`config.mk`:
```
export PLATFORM = sky130hd
export DESIGN_NAME = adc_responder_flat
export DESIGN_NICKNAME = d
export VERILOG_FILES = /design/src/rtl/adc_pkg.sv /design/src/rtl/adc_responder_if.sv /design/src/rtl/sync_edge.sv /design/src/rtl/adc_responder.sv /design/src/flat_wrapper.sv
export SDC_FILE = /design/constraint.sdc
export NUM_CORES = 1
export LEC_CHECK = 0
export BUFFER_PORTS_ARGS = -buffer_cell sky130_fd_sc_hd__buf_2
export CELL_PAD_IN_SITES_DETAIL_PLACEMENT = 1
export CELL_PAD_IN_SITES_GLOBAL_PLACEMENT = 2
export CORE_ASPECT_RATIO = 1.2
export CORE_MARGIN = 2
export CORE_UTILIZATION = 39
export CTS_BUF_LIST = sky130_fd_sc_hd__clkbuf_16
export CTS_CLUSTER_DIAMETER = 120
export CTS_CLUSTER_SIZE = 8
export DETAILED_ROUTE_END_ITERATION = 8
export PLACE_DENSITY = 0.95
export SLEW_MARGIN = 10
export SYNTH_ARGS = -nofsm -noshare
export SYNTH_HDL_FRONTEND = slang
export SYNTH_SLANG_ARGS = --single-unit
```
`constraint.sdc`:
```
create_clock -name clk -period 2.6 [get_ports clk]
set_input_delay 0.78 -clock clk [delete_from_list [all_inputs] [get_ports clk]]
set_output_delay 0.78 -clock clk [all_outputs]
set_load 0.01 [all_outputs]
```
`src/rtl/adc_pkg.sv`:
```
// Shared definitions for the SPI ADC responder: conversion width, config
// bit positions inside the captured {SGL, ODD, MSBF} word and the FSM states.
package adc_pkg;

  localparam int DATA_W = 10;

  // Positions inside the 3-bit config word, shifted in SGL first.
  localparam int CFG_SGL  = 2;
  localparam int CFG_ODD  = 1;
  localparam int CFG_MSBF = 0;

  typedef enum logic [2:0] {
    ST_IDLE,
    ST_START,
    ST_CFG,
    ST_NULL,
    ST_MSB,
    ST_LSB,
    ST_DONE
  } state_e;

endpackage

```
`src/rtl/adc_responder_if.sv`:
```
// Serial pins between the audio-path ADC master and the ADC responder.
interface adc_responder_if;

  logic adc_cs;
  logic adc_clk;
  logic adc_din;
  logic adc_dout;
  logic adc_dout_en;

  modport master (
    output adc_cs,
    output adc_clk,
    output adc_din,
    input  adc_dout,
    input  adc_dout_en
  );

  modport slave (
    input  adc_cs,
    input  adc_clk,
    input  adc_din,
    output adc_dout,
    output adc_dout_en
  );

endinterface

```
`src/rtl/sync_edge.sv`:
```
// N-stage synchroniser for an asynchronous pin plus rise/fall detection
// on the synchronised value. Edge flags are combinational from two flops.
module sync_edge #(
  parameter int   STAGES  = 2,
  parameter logic RST_VAL = 1'b0
) (
  input  logic clk,
  input  logic rst_n,
  input  logic d,
  output logic q,
  output logic rise,
  output logic fall
);

  logic [STAGES-1:0] chain;
  logic              prev;

  // Shift the pin through the synchroniser and keep one extra history flop.
  // NOTE: sequential state uses non-blocking assignments so every flop
  // samples the value from before the clock edge, regardless of order.
  always_ff @(posedge clk or negedge rst_n) begin
    if (!rst_n) begin
      chain <= {STAGES{RST_VAL}};
      prev  <= RST_VAL;
    end else begin
      chain <= {chain[STAGES-2:0], d};
      prev  <= chain[STAGES-1];
    end
  end

  assign q    = chain[STAGES-1];
  assign rise =  q & ~prev;
  assign fall = ~q &  prev;

endmodule

```
`src/rtl/adc_responder.sv`:
```
// Serial-slave model of a 2-channel SPI ADC. Oversamples cs/sclk/din with
// the system clock, decodes start + {SGL, ODD, MSBF}, then shifts out a
// null bit and the conversion MSB-first (optionally followed by an
// LSB-first replay of B1..B9).
module adc_responder #(
  parameter int DATA_W      = adc_pkg::DATA_W,
  parameter int SYNC_STAGES = 2
) (
  input  logic              clk,
  input  logic              rst_n,
  adc_responder_if.slave    spi,
  input  logic [DATA_W-1:0] ch0_sample,
  input  logic [DATA_W-1:0] ch1_sample,
  output logic              sample_taken,
  output logic [1:0]        sample_cfg,
  output logic              frame_err
);

  import adc_pkg::*;

  // Synchronised pins and edge flags.
  logic cs_s, cs_fall, cs_rise_unused;
  logic sclk_rise, sclk_fall, sclk_s_unused;
  logic din_s, din_rise_unused, din_fall_unused;

  sync_edge #(.STAGES(SYNC_STAGES), .RST_VAL(1'b1)) u_sync_cs (
    .clk   (clk),
    .rst_n (rst_n),
    .d     (spi.adc_cs),
    .q     (cs_s),
    .rise  (cs_rise_unused),
    .fall  (cs_fall)
  );

  sync_edge #(.STAGES(SYNC_STAGES), .RST_VAL(1'b0)) u_sync_sclk (
    .clk   (clk),
    .rst_n (rst_n),
    .d     (spi.adc_clk),
    .q     (sclk_s_unused),
    .rise  (sclk_rise),
    .fall  (sclk_fall)
  );

  sync_edge #(.STAGES(SYNC_STAGES), .RST_VAL(1'b0)) u_sync_din (
    .clk   (clk),
    .rst_n (rst_n),
    .d     (spi.adc_din),
    .q     (din_s),
    .rise  (din_rise_unused),
    .fall  (din_fall_unused)
  );

  // Registered state and its next-state values.
  state_e            state_q, state_d;
  logic [3:0]        bit_idx_q, bit_idx_d;
  logic [2:0]        cfg_q, cfg_d;
  logic [DATA_W-1:0] shreg_q, shreg_d;
  logic              dout_q, dout_d;
  logic              dout_en_q, dout_en_d;
  logic              taken_q, taken_d;
  logic [1:0]        scfg_q, scfg_d;
  logic              ferr_q, ferr_d;

  logic [3:0]        bit_inc;
  logic [DATA_W:0]   diff;
  logic [DATA_W-1:0] conv_value;

  // Bit index saturates instead of wrapping.
  assign bit_inc = (bit_idx_q == 4'hF) ? bit_idx_q : bit_idx_q + 4'd1;

  // Conversion value from the captured config; differential results are
  // formed one bit wider so a borrow shows up as a negative result to clamp.
  assign diff = cfg_q[CFG_ODD] ? ({1'b0, ch1_sample} - {1'b0, ch0_sample})
                               : ({1'b0, ch0_sample} - {1'b0, ch1_sample});
  assign conv_value = cfg_q[CFG_SGL] ? (cfg_q[CFG_ODD] ? ch1_sample : ch0_sample)
                                     : (diff[DATA_W] ? '0 : diff[DATA_W-1:0]);

  // State register and all registered outputs.
  always_ff @(posedge clk or negedge rst_n) begin
    if (!rst_n) begin
      state_q   <= ST_IDLE;
      bit_idx_q <= '0;
      cfg_q     <= '0;
      shreg_q   <= '0;
      dout_q    <= 1'b0;
      dout_en_q <= 1'b0;
      taken_q   <= 1'b0;
      scfg_q    <= 2'b00;
      ferr_q    <= 1'b0;
    end else begin
      state_q   <= state_d;
      bit_idx_q <= bit_idx_d;
      cfg_q     <= cfg_d;
      shreg_q   <= shreg_d;
      dout_q    <= dout_d;
      dout_en_q <= dout_en_d;
      taken_q   <= taken_d;
      scfg_q    <= scfg_d;
      ferr_q    <= ferr_d;
    end
  end

  // Next-state and output decode; a cs rise overrides any serial edge.
  always_comb begin
    // NOTE: every variable gets a default before the case so no path can
    // leave it unassigned and infer a latch.
    state_d   = state_q;
    bit_idx_d = bit_idx_q;
    cfg_d     = cfg_q;
    shreg_d   = shreg_q;
    dout_d    = dout_q;
    dout_en_d = dout_en_q;
    taken_d   = 1'b0;
    scfg_d    = scfg_q;
    ferr_d    = 1'b0;

    if (cs_s) begin
      state_d   = ST_IDLE;
      bit_idx_d = '0;
      dout_d    = 1'b0;
      dout_en_d = 1'b0;
      if (state_q inside {ST_CFG, ST_NULL, ST_MSB, ST_LSB}) ferr_d = 1'b1;
    end else begin
      case (state_q)
        ST_IDLE: begin
          bit_idx_d = '0;
          dout_d    = 1'b0;
          dout_en_d = 1'b0;
          if (cs_fall) state_d = ST_START;
        end
        ST_START: begin
          // Leading zeros are skipped until the start bit arrives.
          if (sclk_rise && din_s) begin
            state_d   = ST_CFG;
            bit_idx_d = '0;
          end
        end
        ST_CFG: begin
          if (sclk_rise) begin
            cfg_d = {cfg_q[1:0], din_s};
            if (bit_idx_q == 4'd2) begin
              state_d   = ST_NULL;
              bit_idx_d = '0;
            end else begin
              bit_idx_d = bit_inc;
            end
          end
        end
        ST_NULL: begin
          if (sclk_fall) begin
            shreg_d   = conv_value;
            taken_d   = 1'b1;
            scfg_d    = {cfg_q[CFG_SGL], cfg_q[CFG_ODD]};
            dout_en_d = 1'b1;
            dout_d    = 1'b0;
            state_d   = ST_MSB;
            bit_idx_d = '0;
          end
        end
        ST_MSB: begin
          // Rotate left: after DATA_W shifts the register holds the
          // original value again, ready for the LSB-first replay.
          if (sclk_fall) begin
            dout_d  = shreg_q[DATA_W-1];
            shreg_d = {shreg_q[DATA_W-2:0], shreg_q[DATA_W-1]};
            if (bit_idx_q == 4'(DATA_W - 1)) begin
              state_d   = cfg_q[CFG_MSBF] ? ST_DONE : ST_LSB;
              bit_idx_d = '0;
            end else begin
              bit_idx_d = bit_inc;
            end
          end
        end
        ST_LSB: begin
          // Rotate right, presenting B1 first and B9 last.
          if (sclk_fall) begin
            dout_d  = shreg_q[1];
            shreg_d = {shreg_q[0], shreg_q[DATA_W-1:1]};
            if (bit_idx_q == 4'(DATA_W - 2)) begin
              state_d   = ST_DONE;
              bit_idx_d = '0;
            end else begin
              bit_idx_d = bit_inc;
            end
          end
        end
        ST_DONE: begin
          // Hold the last data bit until the master's next fall.
          if (sclk_fall) dout_d = 1'b0;
        end
        default: state_d = ST_IDLE;
      endcase
    end
  end

  assign spi.adc_dout    = dout_q;
  assign spi.adc_dout_en = dout_en_q;
  assign sample_taken    = taken_q;
  assign sample_cfg      = scfg_q;
  assign frame_err       = ferr_q;

endmodule

```
`src/flat_wrapper.sv`:
```
// flat-port wrapper written by rule: the top's interface ports become plain ports
module adc_responder_flat import adc_pkg::*;
#(
  parameter int DATA_W      = adc_pkg::DATA_W,
  parameter int SYNC_STAGES = 2
)
  (clk, rst_n, ch0_sample, ch1_sample, sample_taken, sample_cfg, frame_err, spi_adc_cs, spi_adc_clk, spi_adc_din, spi_adc_dout, spi_adc_dout_en);
  adc_responder_if spi_i ();
  input  logic clk;
  input  logic rst_n;
  input  logic [DATA_W-1:0] ch0_sample;
  input  logic [DATA_W-1:0] ch1_sample;
  output logic sample_taken;
  output logic [1:0] sample_cfg;
  output logic frame_err;
  input wire logic [$bits(spi_i.adc_cs)-1:0] spi_adc_cs;
  input wire logic [$bits(spi_i.adc_clk)-1:0] spi_adc_clk;
  input wire logic [$bits(spi_i.adc_din)-1:0] spi_adc_din;
  output wire logic [$bits(spi_i.adc_dout)-1:0] spi_adc_dout;
  output wire logic [$bits(spi_i.adc_dout_en)-1:0] spi_adc_dout_en;
  assign spi_i.adc_cs = spi_adc_cs;
  assign spi_i.adc_clk = spi_adc_clk;
  assign spi_i.adc_din = spi_adc_din;
  assign spi_adc_dout = spi_i.adc_dout;
  assign spi_adc_dout_en = spi_i.adc_dout_en;
  adc_responder #(.DATA_W(DATA_W), .SYNC_STAGES(SYNC_STAGES)) u_core (.clk(clk), .rst_n(rst_n), .spi(spi_i), .ch0_sample(ch0_sample), .ch1_sample(ch1_sample), .sample_taken(sample_taken), .sample_cfg(sample_cfg), .frame_err(frame_err));
endmodule
```
# Word-level counts from Yosys, hierarchy flattened
# Index checks and enable logic that the tools add are counted.
classes:
  reduce_logical: 15
  n_bitwise: 6
  mux: 44
  n_addsub: 3
  eq_ne: 24
op_table:
  columns: ["operator", "n"]
  rows:
  - ["10-bit two-way mux", 6]
  - ["4-bit two-way mux", 10]
  - ["3-bit two-way mux", 10]
  - ["10-bit case mux with 3 select lines", 1]
  - ["4-bit case mux with 6 select lines", 1]
  - ["10-bit by 10-bit subtractor with 11-bit output", 2]
  - ["3-bit case mux with 7 select lines", 1]
  - ["3-bit by 2-bit inequality test with 1-bit output, second input constant", 6]
  - ["4-bit == test, second input constant", 3]
  - ["1-bit two-way mux", 11]
  - ["11-bit two-way mux", 1]
  - ["10-bit AND reduction", 1]
  - ["3-bit == test, second input constant", 3]
  - ["3-bit inequality test, second input constant", 3]
  - ["7-bit nonzero test", 1]
  - ["3-bit by 2-bit == test with 1-bit output, second input constant", 2]
  - ["2-bit by 1-bit inequality test with 1-bit output, second input constant", 3]
  - ["3-bit AND reduction", 2]
  - ["6-bit AND reduction", 1]
  - ["3-bit nonzero test", 2]
  - ["5-bit AND reduction", 1]
  - ["5-bit nonzero test", 1]
  - ["4-bit by 1-bit adder with 4-bit output, second input constant", 1]
  - ["4-bit by 2-bit == test with 1-bit output, second input constant", 1]
  - ["other kinds (14)", 18]
totals:
  input_bits: 25
  output_inout_bits: 6
  register_bits: 34
  elab_cells: 106

# Logic depth before layout (Yosys ltp)
# Gate-level depths: netlist (run 1).
logic_depth:
  ltp_word: 6
  mapped_depth: 10
  depth_no_buf: 10

# By module
# From an unflattened synthesis (run 1), not the netlist that was laid out.
unflattened:
  hier_cells: 329
  hier_area_um2: 2930.3
by_module_without_submodules:
  columns: ["module", "cells_per_inst", "n_inst", "seq_area_each_um2", "area_per_inst_um2"]
  rows:
  - ["adc_responder", 314, 1, 650.6, 2656.3]
  - ["sync_edge at u_core.u_sync_din ...", 5, 2, 75.1, 90.1]
  - ["sync_edge at u_core.u_sync_cs", 5, 1, 78.8, 93.8]

# Worst setup path after synthesis (run 1)
# Ideal clock, no wire load.
synth_timing:
  path_type: "input to register"
  startpoint: "in ch1_sample[0]"
  endpoint: "reg u_core.shreg_q[2]"
  required_time_ps: 2474
  t_arrival_ps: 2507
  n_path_buf: 0
  path_stages: 10
  slack_ps: -33
  path_cell_list: "inv_1 -> ha_1 -> inv_1 -> fa_1 -> a21o_1 -> o2bb2ai_1 -> o22ai_2 -> o22ai_2 -> a22o_1 -> a221o_1"
synth_via:
  elab_chain_cells: 6
synth_lines:
  columns: ["item", "line", "source"]
  rows:
  - ["start, declared", "flat_wrapper.sv:12", "input logic [DATA_W-1:0] ch1_sample;"]
  - ["10-bit by 10-bit subtractor with 11-bit output (on tied branches)", "adc_responder.sv:74, adc_responder.sv:73", null]
  - ["11-bit two-way mux (*)", "adc_responder.sv:73", "assign diff = cfg_q[CFG_ODD] ? ({1'b0, ch1_sample} - {1'b0, ch0_sample})"]
  - ["10-bit two-way mux (*)", "adc_responder.sv:76", ": (diff[DATA_W] ? '0 : diff[DATA_W-1:0]);"]
  - ["10-bit two-way mux (*)", "adc_responder.sv:75", "assign conv_value = cfg_q[CFG_SGL] ? (cfg_q[CFG_ODD] ? ch1_sample : ch0_sample)"]
  - ["10-bit two-way mux (*)", "adc_responder.sv:150", "if (sclk_fall) begin"]
  - ["10-bit case mux with 3 select lines (*)", "adc_responder.sv:124", "case (state_q)"]
  - ["end signal, assigned", "adc_responder.sv:94", "shreg_q <= shreg_d;"]
  - ["end, declared", "adc_responder.sv:57", "logic [DATA_W-1:0] shreg_q, shreg_d;"]
# Mark *: on every way between the ends. The rest lies on a longest branch, timed or not. The select of a mux whose other input is x is not followed.
# A chain may end at the register's enable or synchronous reset.

# Worst setup path in the final report (run 1)
layout_timing:
  startpoint: "in ch0_sample[0]"
  endpoint: "reg u_core.shreg_q[2]"
layout_via:
  elab_chain_cells: 6
layout_lines:
  columns: ["item", "line", "source"]
  rows:
  - ["start, declared", "flat_wrapper.sv:11", "input logic [DATA_W-1:0] ch0_sample;"]
  - ["10-bit by 10-bit subtractor with 11-bit output (on tied branches)", "adc_responder.sv:74, adc_responder.sv:73", null]
  - ["11-bit two-way mux (*)", "adc_responder.sv:73", null]
  - ["10-bit two-way mux (*)", "adc_responder.sv:76", null]
  - ["10-bit two-way mux (*)", "adc_responder.sv:75", null]
  - ["10-bit two-way mux (*)", "adc_responder.sv:150", null]
  - ["10-bit case mux with 3 select lines (*)", "adc_responder.sv:124", null]
# Marked as above.

==> metrics.log, run 1 <==
[metrics] sum of overflow across all layers after global routing: 0
[metrics] final core area utilization: a little under half
[metrics] Hold Crit Start: u_core.u_sync_sclk.chain[0]$_DFF_PN0_
[metrics] Routed WL: a little under 8000 um
[metrics] count of flip-flops with a built-in enable after synthesis: 0
[metrics] measured slew at the worst slew-check pin: ~790 ps
[metrics] max-slew violation count: 0
[metrics] sink count of the clock tree: 34
[metrics] Hold WS: between 300 and 400 ps
[metrics] number of distinct library cells after synthesis: 57
[metrics] synth warn: 0
[metrics] CTS tree: built
[metrics] average via count per standard cell: 5.734
[metrics] worst flop-to-flop path startpoint: u_core.cfg_q[1]$_DFFE_PN0P_
[metrics] synthesis-to-layout area growth: 20.18%
[metrics] run status: completed
[metrics] net count after synthesis: 377
[metrics] area fraction of the dominant cell type after synthesis: a little over a quarter
[metrics] pin count of the biggest net entering global routing: 35
[metrics] CP peak stage delay: about 350 ps
[metrics] Die Span X: slightly above 80 um
[metrics] drt first-iter violations: 79
[metrics] setup fix buffers added after clock tree synthesis: 0
[metrics] leading cell types by total area after synthesis: sky130_fd_sc_hd__dfrtp_1 27%, sky130_fd_sc_hd__ha_1 11%, sky130_fd_sc_hd__mux2i_1 7.0%
[metrics] # placed instances: between 400 and 500
[metrics] most common library cells after synthesis: 36 x sky130_fd_sc_hd__a21oi_1, 31 x sky130_fd_sc_hd__dfrtp_1, 30 x sky130_fd_sc_hd__inv_1
[metrics] most frequent CP cell: sky130_fd_sc_hd__inv_1
[metrics] hold buffers post-CTS: 0
[metrics] Top Ports: 31
[metrics] initial antenna violation count: 0
[metrics] DP HPWL: roughly 6000 um
[metrics] power density cells: roughly 700 mW/mm^2
[metrics] GRT Util Overall: 21.22%
[metrics] DRC: 0
[metrics] type of the worst setup path: in2reg
[metrics] mean instance size in the synthesized netlist: 8.728 sq um
[metrics] Hold Vio Cnt, Final: 0
[metrics] worst setup path startpoint: ch0_sample[0]
[metrics] max-cap violations: 0
[metrics] standard cell with the maximum stage delay on the critical path: sky130_fd_sc_hd__fa_2
[metrics] die area: 0.007997 sq mm
[metrics] minimum clock period: around 2500 ps
[metrics] average wire length per cell after detail routing: 17.02 um
[metrics] post-synthesis cell area: ~0.0028 sq mm
[metrics] pre-CTS worst setup slack: -176.1 ps
[metrics] clock transition time at the flip-flop clock pins of the worst setup and hold paths: roughly 60 ps
[metrics] global-route wire length before repair: 13280 um
[metrics] Setup-failing EPs final: 0
[metrics] depth of the CTS H-tree: 2
[metrics] Critical Path Source Type: input pin
[metrics] highest attainable clock frequency: between 400 and 500 MHz
[metrics] core area: between 0.007 and 0.008 sq mm
[metrics] type of the worst min-delay path: reg2reg
[metrics] post-detailed-route count of antenna-violating nets: 0
[metrics] die outline height: approximately 100 um
[metrics] commonest register cell after synthesis: sky130_fd_sc_hd__dfrtp_1
[metrics] port bufs: 30
[metrics] Design Area, Final: approximately 0.0034 sq mm
[metrics] number of gates given a new drive strength after cts: 0
[metrics] flip-flop and latch count after synthesis: 34
[metrics] flop2flop setup slack: ~440 ps
[metrics] layout cell share with drive strength beyond 1: between 20 and 25%
[metrics] number of optimization iterations in the first detailed-route pass: 4
[metrics] most area-hungry cell type in the Yosys netlist: sky130_fd_sc_hd__dfrtp_1
[metrics] top-count cell post-synth: sky130_fd_sc_hd__a21oi_1
[metrics] vias in the first global route: about 2800
[metrics] maximum fanout encountered on the critical timing path: 3
[metrics] clock latency on the worst-skew pair: 280 ps
[metrics] Async S/R FF share, synth: 100.0%
[metrics] cells after synthesis: approximately 330
[metrics] standard cell area after detailed placement: 0.003226 sq mm
[metrics] aggregate negative setup slack: 0 ps
[metrics] IR drop worst, VDD: just under 500 uV
[metrics] relative slew slack: between 40% and 50%
[metrics] setup repair after global routing missed its margin: false
[metrics] register area share after synthesis: between 30% and 40%
[metrics] GP Congestion: just under 0.9
[metrics] Design Power: about 2.4 mW
[metrics] required time worst endpoint: roughly 2800 ps
[metrics] starting density of the core: between 30% and 40%
[metrics] Antenna diodes: 0
[metrics] fin cells: between 400 and 500
[metrics] crit path capture type: flip-flop
[metrics] period utilization: between 90 and 100%
[metrics] clock buffer count from CTS: 5
[metrics] overall via count from detail_route: 2655
[metrics] slack of the critical path: about 140 ps
[metrics] number of nets in the finished design: between 400 and 500
[metrics] cell at the root of the clock tree: sky130_fd_sc_hd__clkbuf_16
[metrics] cells along the critical path: buf_2, inv_1, ha_1, inv_1, fa_2, a21oi_1, o32ai_1, o22ai_2, o22ai_4, a22o_1, a221o_1
[metrics] maximum clock insertion buffer count: 2
[metrics] Final Skew: 6.042 ps
[metrics] leakage power summed over all cells: around 1.5 nW
[metrics] arrival time at the worst endpoint: approximately 2600 ps
[metrics] Placement Rows: 34
## registers in the layout (all words and copies together) (netlist names), 2 cells and up
signal	flops
u_core.sample_cfg	2
u_core.state_q	3
u_core.bit_idx_q	4
u_core.u_sync_din.chain	2
u_core.u_sync_cs.chain	2
u_core.shreg_q	10
u_core.u_sync_sclk.chain	2
u_core.cfg_q	3
## worst max-delay path, delay by kind of cell
family                     cells  cell delay, ps
AOI/OAI and AO/OA              6            1130
adders and majority gates      2             490
buffers and inverters          3             220
## path summary, 6_finish.rpt
kind	cells after the start	endpoint
max in group asynchronous	1	u_core.bit_idx_q[2]$_DFFE_PN0P_
min reg2reg	0	u_core.u_sync_sclk.chain[1]$_DFF_PN0_
min in group asynchronous	1	u_core.spi.adc_dout_en$_DFFE_PN0P_
max reg2reg	5	u_core.shreg_q[2]$_DFFE_PN0P_
max	11	u_core.shreg_q[2]$_DFFE_PN0P_
min	0	u_core.u_sync_sclk.chain[1]$_DFF_PN0_
## cells in the final DEF (no fill, tap or decap), types with 6 or more instances in the layout
| cell type | Yosys | routed |
|---|---|---|
| sky130_fd_sc_hd__buf_2 | 9 | 30 |
| sky130_fd_sc_hd__dfrtp_1 | 31 | 31 |
| sky130_fd_sc_hd__ha_1 | 24 | 24 |
| sky130_fd_sc_hd__inv_1 | 30 | 30 |
| sky130_fd_sc_hd__nor2b_1 | 6 | 6 |
| sky130_fd_sc_hd__mux2i_1 | 20 | 20 |
| sky130_fd_sc_hd__a21oi_1 | 36 | 36 |
| sky130_fd_sc_hd__o21ai_0 | 24 | 24 |
| sky130_fd_sc_hd__o22ai_1 | 6 | 6 |
| sky130_fd_sc_hd__mux2_2 | 10 | 10 |
| sky130_fd_sc_hd__nor2_1 | 16 | 16 |
| sky130_fd_sc_hd__a31oi_1 | 10 | 10 |
| sky130_fd_sc_hd__nand2_1 | 24 | 24 |
| sky130_fd_sc_hd__buf_4 | 1 | 25 |
## final cells by class
type / count / area, sq um
repair buffers: 55 / 337.8
fillers: 857 / 3727
clock inverters: 3 / 68.82
clock buffers: 5 / 125.1
well taps: 90 / 112.6
inverters: 30 / 112.6
multi-input cells: 246 / 1808
flip-flops and latches: 34 / 854.6
## kinds of logic (layout without fill, tap and decap cells)
logic type / Yosys count / count (layout) / synth area share, %
AO/OA/AOI/OAI: 111 / 111 / 25.11
XOR/XNOR: 7 / 7 / 2.155
adder cells (fa/ha/maj): 26 / 26 / 11.96
buffers and inverters: 46 / 93 / 6.860
flip-flops: 34 / 34 / 30.04
multiplexers: 30 / 30 / 10.99
AND/OR/NAND/NOR: 72 / 72 / 12.89
## metal layers
layer	wire length, um	track usage (%)	up-vias
li1	-	-	1268
met1	3170	23.74	1332
met2	4387	40.34	45
met3	197	2.323	10
met4	125	6.410	0
met5	0	0	-
## report_power, final
part	internal [mW]	switching (mW)
Sequential	0.605	0.118
Combinational	0.413	0.476
Clock	0.551	0.236
Power figures use the tool's default switching activity.
==> run 2: changes to the inputs <==
CORE_UTILIZATION = 40   (was 39)
CTS_BUF_LIST = sky130_fd_sc_hd__clkbuf_2   (was sky130_fd_sc_hd__clkbuf_16)
==> metrics.log, run 2 (same netlist as run 1, synthesis figures left out) <==
[metrics] largest registers: u_core.shreg_q: 10 flops, u_core.bit_idx_q: 4 flops
[metrics] area of the multi-input gates: 0.001808 sq mm (unchanged)
[metrics] synthesis-to-layout area growth: 13.94%
[metrics] relative slew slack: 48.69% (+1.0 points)
[metrics] number of optimization iterations in the first detailed-route pass: 5 (+1)
[metrics] most used cells in the layout excluding fill and tap cells: 36 x sky130_fd_sc_hd__a21oi_1, 31 x sky130_fd_sc_hd__dfrtp_1, 30 x sky130_fd_sc_hd__inv_1, 30 x sky130_fd_sc_hd__buf_2
[metrics] Critical Path Source Type: input pin
[metrics] GP Congestion: 0.8812 (+1.3%)
[metrics] drt first-iter violations: 88 (+11%)
[metrics] required time worst endpoint: 2900 ps (+130 ps)
[metrics] Hold WS: 366.7 ps (+10.75 ps)
[metrics] die area: 0.007807 sq mm (-2.4%)
[metrics] cell at the root of the clock tree: sky130_fd_sc_hd__clkbuf_2
[metrics] minimum clock period: 2354 ps (-111.0 ps)
[metrics] hold buffers post-CTS: 0 (unchanged)
[metrics] type of the worst setup path: in2reg
[metrics] Die Span X: 80.99 um (-1.2%)
[metrics] CTS tree: built
[metrics] DRC: 0 (unchanged)
[metrics] GRT Util Overall: 20.51% (-0.71 points)
[metrics] starting density of the core: 41.51% (+1.7 points)
[metrics] Setup-failing EPs final: 0 (unchanged)
[metrics] max-cap violations: 0 (unchanged)
[metrics] area taken by flip-flops and latches: 854.6 sq um (unchanged)
[metrics] Power Internal: 1.065 mW (-32%)
[metrics] commonest non-fill, non-tap cell in the layout: sky130_fd_sc_hd__a21oi_1
[metrics] DP HPWL: 5800 um (-3.9%)
[metrics] core area: 0.006854 sq mm (-4.1%)
[metrics] run status: completed
[metrics] Reg-to-Reg End: u_core.shreg_q[2]$_DFFE_PN0P_
[metrics] die outline height: 96.39 um (-1.2%)
[metrics] clock power share: 13.6% (-19 points)
[metrics] crit path capture type: flip-flop
[metrics] Design Area, Final: 0.003242 sq mm (-5.2%)
[metrics] setup repair after global routing missed its margin: false
[metrics] post-detailed-route count of antenna-violating nets: 0 (unchanged)
[metrics] pin count of the biggest net entering global routing: 35 (unchanged)
[metrics] flop2flop setup slack: 410 ps (-30 ps)
[metrics] clock buffer count from CTS: 5 (unchanged)
[metrics] standard cell area after detailed placement: 0.003207 sq mm (-0.58%)
[metrics] Comb power frac: 45.9% (+8.8 points)
[metrics] port bufs: 30 (unchanged)
[metrics] P_sw: 0.7695 mW (-7.3%)
[metrics] type of the worst min-delay path: reg2reg
[metrics] clock latency on the worst-skew pair: 400 ps (+120 ps)
[metrics] Hold Vio Cnt, Final: 0 (unchanged)
[metrics] vias in the first global route: 2673 (-3.7%)
[metrics] initial antenna violation count: 0 (unchanged)
[metrics] Final Skew: 7.406 ps (+1.364 ps)
[metrics] sink count of the clock tree: 34 (unchanged)
[metrics] worst flop-to-flop path startpoint: u_core.cfg_q[1]$_DFFE_PN0P_
[metrics] power density cells: 565.9 mW/mm^2 (-19%)
[metrics] average wire length per cell after detail routing: 16.30 um (-4.2%)
[metrics] leakage power summed over all cells: 1.462 nW (-4.9%)
[metrics] flip-flop count of the largest register after layout: 10 (unchanged)
[metrics] depth of the CTS H-tree: 2 (unchanged)
[metrics] register ranked first by flip-flop count: u_core.shreg_q
[metrics] number of cells on the worst reg-to-reg path: 5 (unchanged)
[metrics] arrival time at the worst endpoint: 2650 ps (+20 ps)
[metrics] clock transition time at the flip-flop clock pins of the worst setup and hold paths: 180 ps (+120 ps)
[metrics] Top Ports: 31 (unchanged)
[metrics] average via count per standard cell: 5.641 (-1.6%)
[metrics] setup fix buffers added after clock tree synthesis: 0 (unchanged)
[metrics] sum of overflow across all layers after global routing: 0 (unchanged)
[metrics] maximum clock insertion buffer count: 2 (unchanged)
[metrics] measured slew at the worst slew-check pin: 769.6 ps (-15.50 ps)
[metrics] layout cell share with drive strength beyond 1: 22.16% (-0.63 points)
[metrics] pre-CTS worst setup slack: -164.1 ps (+11.97 ps)
[metrics] Hold Crit Start: u_core.u_sync_cs.chain[0]$_DFF_PN1_
[metrics] slack of the critical path: 246.4 ps (+111.0 ps)
[metrics] max-slew violation count: 0 (unchanged)
[metrics] switching share of power: 41.94% (+7.4 points)
[metrics] endpoint of the worst hold-timing path: u_core.u_sync_cs.chain[1]$_DFF_PN1_
[metrics] sequential group share of total power: 40.5% (+10 points)
[metrics] IR drop worst, VDD: 289.0 uV (-40%)
[metrics] overall via count from detail_route: 2578 (-2.9%)
[metrics] Antenna diodes: 0 (unchanged)
[metrics] period utilization: 90.52% (-4.3 points)
[metrics] Placement Rows: 33 (-2.9%)
[metrics] global-route wire length before repair: 12580 um (-5.3%)
[metrics] aggregate negative setup slack: 0 ps (unchanged)
[metrics] highest attainable clock frequency: 424.9 MHz (+4.7%)
[metrics] maximum fanout encountered on the critical timing path: 3 (unchanged)
[metrics] Design Power: 1.835 mW (-24%)
[metrics] number of gates given a new drive strength after cts: 0 (unchanged)
[metrics] number of nets in the finished design: 421 (-0.47%)
[metrics] Filler cells: 853 (-0.47%)
[metrics] WHS Path Cells: 0 (unchanged)
[metrics] Routed WL: 7450 um (-5.5%)
run 2: metrics by stage:
step                      cells  utilization [%]
after global routing        457            47.30
after global placement      450            46.79
final                       457            47.30
after CTS                   457            47.30
after detailed placement    450            46.79
after floorplan             326                -
run 2: worst max path at each step:
stage	start	to	slack [ps]	cells after the start
after global routing	ch0_sample[1]	u_core.shreg_q[9]$_DFFE_PN0P_	140	9
final	ch0_sample[0]	u_core.shreg_q[2]$_DFFE_PN0P_	250	11
after detailed placement	ch1_sample[0]	u_core.shreg_q[2]$_DFFE_PN0P_	-160	11
after CTS	ch1_sample[0]	u_core.shreg_q[2]$_DFFE_PN0P_	260	11
after global placement	ch1_sample[0]	u_core.shreg_q[2]$_DFFE_PN0P_	-100	11
after floorplan	ch1_sample[0]	u_core.shreg_q[2]$_DFFE_PN0P_	20	10
run 2: layer usage:
layer / routed length [um] / part of all wire (%) / global-route usage [%]
met1: 3212 / 43 / 23.45
met2: 3986 / 54 / 39.12
met3: 134 / 1.8 / 2.695
met4: 116 / 1.6 / 6.356
met5: 0 / 0 / 0
run 2: final cells by class:
| type | instances | area share (%) |
|---|---|---|
| multi-input cells | 246 | 55.77 |
| flip-flops and latches | 34 | 26.36 |
| repair buffers | 53 | 9.958 |
| inverters | 30 | 3.474 |
| well taps | 87 | 3.358 |
| clock buffers | 5 | 0.7719 |
| clock inverters | 2 | 0.3088 |
run 2: power groups by stage:
stage	Clock (mW)	Sequential, mW	Combinational, mW
2_1_floorplan	0	0.660	0.685
3_3_place_gp	0	0.747	0.815
3_5_place_dp	0	0.752	0.840
4_1_cts	0.257	0.744	0.844
5_1_grt	0.274	0.762	0.936
6_report	0.249	0.744	0.842
run 2: worst max-delay path, stage by stage:
cell and delay, ps:
sky130_fd_sc_hd__buf_2 110, sky130_fd_sc_hd__inv_1 60, sky130_fd_sc_hd__ha_1 150, sky130_fd_sc_hd__inv_1 70
sky130_fd_sc_hd__fa_2 350, sky130_fd_sc_hd__a21oi_1 150, sky130_fd_sc_hd__o32ai_1 110, sky130_fd_sc_hd__o22ai_2 250
sky130_fd_sc_hd__o22ai_4 100, sky130_fd_sc_hd__a22o_1 220, sky130_fd_sc_hd__a221o_1 300
